[src/rtl/apb_master_bridge.sv]
// APB requester: turns single valid/ready commands into IDLE->SETUP->ACCESS
// bus transfers toward slave 1, with a bounded wait and a one-cycle response pulse.
module apb_master_bridge #(
    parameter int ADDR_W  = 32,
    parameter int DATA_W  = 32,
    parameter int TIMEOUT = 16
) (
    input  logic              _PCLK,
    input  logic              _PRESET,
    input  logic              cmd_valid,
    output logic              cmd_ready,
    input  logic              cmd_write,
    input  logic [ADDR_W-1:0] cmd_addr,
    input  logic [DATA_W-1:0] cmd_wdata,
    output logic              rsp_valid,
    output logic [DATA_W-1:0] rsp_rdata,
    output logic              rsp_err,
    output logic              rsp_timeout,
    output logic              _PSEL1,
    output logic              _PENABLE,
    output logic              _PWRITE,
    output logic [ADDR_W-1:0] _PADDR,
    output logic [DATA_W-1:0] _PWDATA,
    input  logic [DATA_W-1:0] _PRDATA,
    input  logic              _PREADY,
    input  logic              _PSLVERR
);

    localparam int CNT_W = (TIMEOUT > 2) ? $clog2(TIMEOUT) : 1;

    typedef enum logic [1:0] {IDLE, SETUP, ACCESS} state_t;

    state_t             state_q, state_d;
    logic [CNT_W-1:0]   wait_q, wait_d;
    logic               psel_q, penable_q, pwrite_q;
    logic [ADDR_W-1:0]  paddr_q;
    logic [DATA_W-1:0]  pwdata_q;
    logic               rsp_valid_q, rsp_err_q, rsp_timeout_q;
    logic [DATA_W-1:0]  rsp_rdata_q;
    logic               at_limit, complete, abort_xfer, accept;

    always_comb begin
        state_d    = state_q;
        wait_d     = wait_q;
        cmd_ready  = 1'b0;
        at_limit   = (TIMEOUT > 0) && (wait_q == CNT_W'(TIMEOUT - 1));
        complete   = (state_q == ACCESS) && _PREADY;
        // A ready slave on the limit edge still completes normally.
        abort_xfer = (state_q == ACCESS) && !_PREADY && at_limit;

        case (state_q)
            IDLE:    cmd_ready = 1'b1;
            ACCESS:  cmd_ready = _PREADY;
            default: cmd_ready = 1'b0;
        endcase
        if (_PRESET) cmd_ready = 1'b0;
        accept = cmd_valid && cmd_ready;

        case (state_q)
            IDLE: begin
                if (accept) state_d = SETUP;
            end
            SETUP: begin
                state_d = ACCESS;
                wait_d  = '0;
            end
            ACCESS: begin
                if (complete)        state_d = accept ? SETUP : IDLE;
                else if (abort_xfer) state_d = IDLE;
                else if (TIMEOUT > 0) wait_d = wait_q + 1'b1;
            end
            default: state_d = IDLE;
        endcase
    end

    always_ff @(posedge _PCLK) begin
        if (_PRESET) begin
            state_q       <= IDLE;
            wait_q        <= '0;
            psel_q        <= 1'b0;
            penable_q     <= 1'b0;
            pwrite_q      <= 1'b0;
            paddr_q       <= '0;
            pwdata_q      <= '0;
            rsp_valid_q   <= 1'b0;
            rsp_err_q     <= 1'b0;
            rsp_timeout_q <= 1'b0;
            rsp_rdata_q   <= '0;
        end else begin
            state_q     <= state_d;
            wait_q      <= wait_d;
            psel_q      <= (state_d != IDLE);
            penable_q   <= (state_d == ACCESS);
            rsp_valid_q <= complete || abort_xfer;
            if (accept) begin
                pwrite_q <= cmd_write;
                paddr_q  <= cmd_addr;
                pwdata_q <= cmd_wdata;
            end
            // pwrite_q still holds the finishing transfer's direction here.
            if (complete) begin
                rsp_err_q     <= _PSLVERR;
                rsp_timeout_q <= 1'b0;
                if (!pwrite_q) rsp_rdata_q <= _PRDATA;
            end else if (abort_xfer) begin
                rsp_err_q     <= 1'b1;
                rsp_timeout_q <= 1'b1;
                rsp_rdata_q   <= '0;
            end
        end
    end

    assign _PSEL1      = psel_q;
    assign _PENABLE    = penable_q;
    assign _PWRITE     = pwrite_q;
    assign _PADDR      = paddr_q;
    assign _PWDATA     = pwdata_q;
    assign rsp_valid   = rsp_valid_q;
    assign rsp_err     = rsp_err_q;
    assign rsp_timeout = rsp_timeout_q;
    assign rsp_rdata   = rsp_rdata_q;

endmodule
[config.mk]
export PLATFORM = sky130hd
export DESIGN_NAME = apb_master_bridge
export DESIGN_NICKNAME = d
export VERILOG_FILES = /design/src/rtl/apb_master_bridge.sv
export SDC_FILE = /design/constraint.sdc
export NUM_CORES = 1
export LEC_CHECK = 0
export ABC_AREA = 1
export CAP_MARGIN = 20
export CORE_MARGIN = 2
export CORE_UTILIZATION = 30
export CTS_CLUSTER_DIAMETER = 200
export DETAILED_ROUTE_END_ITERATION = 8
export PLACE_DENSITY_LB_ADDON = 0.3
export SYNTH_ARGS = -nofsm -noshare
export SYNTH_HDL_FRONTEND = slang
export SYNTH_SLANG_ARGS = --single-unit
[constraint.sdc]
create_clock -name _PCLK -period 1.5 [get_ports _PCLK]
set_input_delay 0.15 -clock _PCLK [delete_from_list [all_inputs] [get_ports _PCLK]]
set_output_delay 0.15 -clock _PCLK [all_outputs]
set_load 0.05 [all_outputs]
==> results of run 1 <==
## metrics by stage
stage	setup TNS (ps)	cells	cell area (sq um)	setup slack, ps	hold slack, ps
after floorplan	0	487	3910	165	261
after global placement	0	848	5890	19.2	439
after detailed placement	-326	848	5890	-44.6	445
after CTS	0	864	6160	57.8	323
after global routing	0	865	6200	2.69	348
final	0	865	6200	81.9	338
## registers in the layout, summed over array words and instances, names as in the netlist
register	cells
_PWRITE	1
rsp_timeout	1
_PSEL1	1
rsp_rdata	32
_PWDATA	32
state_q	2
wait_q	4
_PENABLE	1
_PADDR	32
rsp_err	1
rsp_valid	1
## area by class of cell
class	instances	area (sq um)	share of cell area, %
clock inverters	7	52.6	0.847
well taps	172	215	3.47
multi-input cells	330	1480	23.8
flip-flops and latches	108	2160	34.9
inverters	15	57.6	0.928
clock buffers	9	225	3.63
repair buffers	224	2010	32.5
## final timing paths
check / start / endpoint / slack [ps] / depth (start not counted)
worst max-delay path: wait_q[1] / rsp_rdata[2] / 80 / 7
worst min-delay path: cmd_addr[11] / _PADDR[11] / 340 / 3
worst max register to register: wait_q[1] / rsp_rdata[2] / 80 / 7
worst min register to register: rsp_err / rsp_err / 450 / 2
## cell families (layout without fill, tap and decap cells)
family	count (synthesis)	in the layout
AND/OR/NAND/NOR	287	287
AO/OA/AOI/OAI	42	42
buffers and inverters	49	255
flip-flops	108	108
adder cells (fa/ha/maj)	1	1
## repair_timing
| item | in CTS | in global routing |
|---|---|---|
| setup endpoints to repair | 0 | 30 |
| setup buffers | 0 | 0 |
| resized for setup | 0 | 3 |
## cell usage after synthesis, types with 2 or more instances
cell	count	area, sq um
inv_1	10	37.5
o21ai_0	2	10.0
dfxtp_1	108	2160
buf_1	3	11.3
buf_4	4	30.0
clkbuf_1	6	22.5
nor2_2	2	12.5
nand3_1	102	510
nor2_1	4	15.0
inv_2	4	15.0
a21oi_1	38	190
buf_2	12	60.1
buf_6	9	101
nand2_1	174	653
## cell usage in the layout, fill, tap and decap left out, types with 2 or more instances in the layout
cell type        Yosys  routed
a21oi_1             38      38
buf_12               0       5
buf_4                4     117
clkbuf_16            0      10
clkdlybuf4s50_1      0     101
clkinv_2             1       2
clkinvlp_4           0       4
dfxtp_1            108     108
inv_1               10       9
inv_2                4       5
nand2_1            174     174
nand3_1            102     101
nor2_1               4       4
nor2_2               2       2
o21ai_0              2       2
## worst reg2reg max path: stages, from the launching register on
cell and delay [ps]:
dfxtp_1 360, ha_1 200, nand3_1 150, inv_2 120, nand3_4 110, clkbuf_16 200
nand3_1 80, a21oi_1 70
## metal layers
layer | wire length, um | global-route usage, % | vias to the layer above
met5 | 0 | 0 | -
met4 | 191 | 6.40 | 0
met3 | 1080 | 6.06 | 13
met2 | 5230 | 25.2 | 154
met1 | 4800 | 18.9 | 1794
li1 | - | - | 1983
## where the power goes
group	total [mW]	switching [mW]	internal (mW)
clock	2.19	1.06	1.13
combinational	1.43	0.879	0.552
sequential	3.12	0.0922	3.03
==> flow_metrics.tcl, run 1 <==
set metrics [dict create \
    synthAdderAreaFrac_pct 0.320 \
    port_buffers 204 \
    cp_top_family "flip-flops" \
    ios 205 \
    cts-htree-levels 3 \
    numCtsBuffers 9 \
    synth_seq_cells 108 \
    ant_nets 0 \
    async_flop_share_pct 0 \
    hold_path_class "input port to flip-flop" \
    synth_edf_count 0 \
    synth_nets 590 \
    p_total_mw 6.74 \
    worstPathArrival_ps 1640 \
    grt_pass1_vias 3733 \
    grt-ovfl-total 0 \
    netlist_area_sq_um 3910 \
    cts_root_buf "clkbuf_16" \
    antenna_found_initial 0 \
    rows 41 \
    drtPass1Iterations 4 \
    relSlewSlack_pct 78.5 \
    ys.flop_type "dfxtp_1" \
    slowest_delay_ps 360 \
    yosysWarningCount 0 \
    synth_cell_types 23 \
    synth_xor_xnor_area_share_pct 0 \
    crit_chain "ha_1 -> nand3_1 -> inv_2 -> nand3_4 -> clkbuf_16 -> nand3_1 -> a21oi_1" \
    drv_slew 0 \
    vdd_drop_max_mv 0.439 \
    holdBufCountCts 0 \
    grt_usage_pct 15.7 \
    syn_avg_cell_area_sq_um 8.02 \
    wl_per_cell_um 13.1 \
    gp_congestion 0.777 \
    drcViolationCount 0 \
    path_buf_inv 2 \
    p_per_area_nw_per_um2 1090 \
    die_y_um 118 \
    clk_path_buf_depth 2 \
    utilization_pct 48.9 \
    dieArea_sq_um 14000 \
    yosys-mux-area-fraction_pct 0 \
    path_clk_slew_ps 70 \
    vias 3944 \
    yosysSeqAreaShare_pct 55.3 \
    diodes 0 \
    fillers 1238 \
    drt-total-wl_um 11300 \
    clock_skew_ps 4.26 \
    drtIter0Drc 169 \
    cp-start-kind "flip-flop" \
    endpoint_kind "flip-flop" \
    grt_max_degree 46 \
    clock-sinks 108 \
    max_cap_violations 0 \
    critical_path_class "flip-flop to flip-flop" \
    final_nets 791 \
    cp_slowest_cell "dfxtp_1" \
    syn_to_final_growth_pct 58.7 \
    crit_required_ps 1720 \
    clk_latency_ps 350 \
    synth_cells 487 \
    vias_per_cell 4.56 \
    leakagePower_nw 2.83 \
    setup_viol 0 \
    cp_max_fo 16 \
    drive_gt1_share_pct 21.8 \
    max_freq_ghz 0.705 \
    dp_hpwl_um 8310 \
    cts_tree "yes" \
    hold_violations 0 \
    crit_top_cell "nand3_1" \
    synth-simple-area-share_pct 31.6 \
    die_w_um 118 \
    synth_top_family_by_area "simple AND/OR/NAND/NOR gates" \
    grt_pass1_wl_um 17900 \
    core_sq_um 12700 \
    grt_setup_unrepaired "no" \
    period_needed_ps 1420 \
    status "finished clean" \
    start_util_pct 30.8 \
    fin_crit_sh_pct 94.5 \
    worst_pin_slew_ps 323 \
    synth_compound_area_share_pct 5.48 \
]
Power figures use the tool's default switching activity.
==> inputs of run 2 (changes only) <==
- SLEW_MARGIN: unset -> 25
==> results of run 2 <==
The final DEF is identical to that of run 1; final timing and power are the same.
==> inputs of run 3 (changes only) <==
- CTS_CLUSTER_DIAMETER: 200 -> unset
- REMOVE_ABC_BUFFERS: unset -> 1
==> flow_metrics.tcl, run 3 (synthesis results as in run 1) <==
set metrics [dict create \
    status "finished clean" \
    clock-sinks 108 \
    syn_to_final_growth_pct 59.2 \
    start_util_pct 30.8 \
    ios 205 \
    clk_path_buf_depth 2 \
    dieArea_sq_um 14000 \
    hold_path_class "input port to flip-flop" \
    grt_pass1_vias 3865 \
    cp_max_fo 32 \
    clock_skew_ps 5.51 \
    rr_startpoint "wait_q[0]" \
    diodes 0 \
    period_needed_ps 1400 \
    antenna_found_initial 0 \
    max_freq_ghz 0.712 \
    p_per_area_nw_per_um2 1170 \
    relSlewSlack_pct 73.2 \
    endpoint_kind "flip-flop" \
    timing.setup.tns_ps 0 \
    port_buffers 204 \
    vdd_drop_max_mv 0.642 \
    cts_root_buf "clkbuf_16" \
    fin_crit_sh_pct 93.6 \
    clk_latency_ps 340 \
    slowest_delay_ps 360 \
    vias_per_cell 4.58 \
    setup_viol 0 \
    grt-ovfl-total 0 \
    cts_tree "yes" \
    dp_hpwl_um 8030 \
    wl_per_cell_um 13.0 \
    fillers 1216 \
    final_nets 785 \
    utilization_pct 49.1 \
    die_y_um 118 \
    crit_chain "ha_1 -> nand3_2 -> inv_2 -> nand3_1 -> buf_12 -> nand3_1 -> a21oi_1" \
    leakagePower_nw 2.84 \
    crit_top_cell "nand3_1" \
    drtPass1Iterations 4 \
    grt_usage_pct 15.9 \
    grt_max_degree 69 \
    drcViolationCount 0 \
    drv_slew 0 \
    numCtsBuffers 9 \
    startpoint "wait_q[0]" \
    cp-start-kind "flip-flop" \
    max_cap_violations 0 \
    cts-htree-levels 3 \
    ant_nets 0 \
    worst_pin_slew_ps 403 \
    multiInputGateArea_sq_um 1470 \
    worstPathArrival_ps 1620 \
    hold_violations 0 \
    critical_path_class "flip-flop to flip-flop" \
    drtIter0Drc 146 \
    layout_common_cells "nand2_1, buf_4, dfxtp_1" \
    crit_required_ps 1720 \
    drive_gt1_share_pct 21.3 \
    die_w_um 118 \
    regArea_sq_um 2160 \
    path_clk_slew_ps 70 \
    core_sq_um 12700 \
    rows 41 \
    gp_congestion 0.776 \
    grt_setup_unrepaired "no" \
    layout_commonest_cell "nand2_1" \
    cp_slowest_cell "dfxtp_1" \
    drt-total-wl_um 11200 \
    hp-start "cmd_addr[26]" \
    grt_pass1_wl_um 18300 \
    vias 3934 \
]
-- run 3: cell types whose count changed in the layout (fill, tap and decap cells not counted), sizes merged --
cell | previous run | this run
buf | 122 | 117
bufinv | 0 | 3
clkinvlp | 4 | 1
inv | 15 | 14
-- run 3: where the power goes --
group,total (mW),internal (mW),switching [mW]
registers,3.12,3.03,0.0911
clock network,2.73,1.68,1.05
logic,1.43,0.546,0.883
total,7.27,5.25,2.02
-- run 3: worst paths after layout --
path	depth (start not counted)	end	slack (ps)
worst min-delay path	3	_PADDR[26]	340
worst max-delay path	7	rsp_rdata[25]	100
worst max register to register	7	rsp_rdata[25]	100
worst min register to register	2	rsp_err	460
-- run 3: layout make-up --
cell class                      count  area share [%]
Sequential cell                   108            34.8
Timing Repair Buffer              218            31.6
Multi-Input combinational cell    330            23.6
Clock buffer                       10            3.84
Tap cell                          172            3.46
Clock inverter                      6            1.79
Inverter                           15           0.925
-- run 3: stage by stage --
step / area (sq um) / std cells / total power, mW / hold WS (ps) / setup slack [ps]
finish: 6220 / 859 / 7.27 / 343 / 96.1
detailed placement: 5860 / 843 / 4.62 / 456 / -103
global route: 6220 / 859 / 7.56 / 344 / 11.5
global placement: 5860 / 843 / 4.61 / 448 / -90.4
CTS: 6210 / 859 / 7.36 / 324 / 52.9
floorplan: 3680 / 453 / 3.94 / 219 / -904
-- run 3: routing by layer --
layer | share of wire [%] | GRT usage [%] | wire length (um)
met5 | 0 | 0 | 0
met4 | 1.9 | 6.63 | 218
met3 | 11 | 6.59 | 1280
met2 | 43 | 24.7 | 4790
met1 | 44 | 19.3 | 4910
-- run 3: critical path, delay by kind of cell (launching register included) --
kind	cells	cell delay (ps)
AOI/OAI and AO/OA	1	70
adders and majority gates	1	230
buffers and inverters	2	280
DFF	1	360
and+or+nand+nor	3	310
-- run 3: what timing repair did --
| action | CTS | global route |
|---|---|---|
| setup endpoints to repair | 0 | 33 |
| setup buffers | 0 | 0 |
| hold buffers | 0 | 0 |
| gates resized for setup | 0 | 3 |
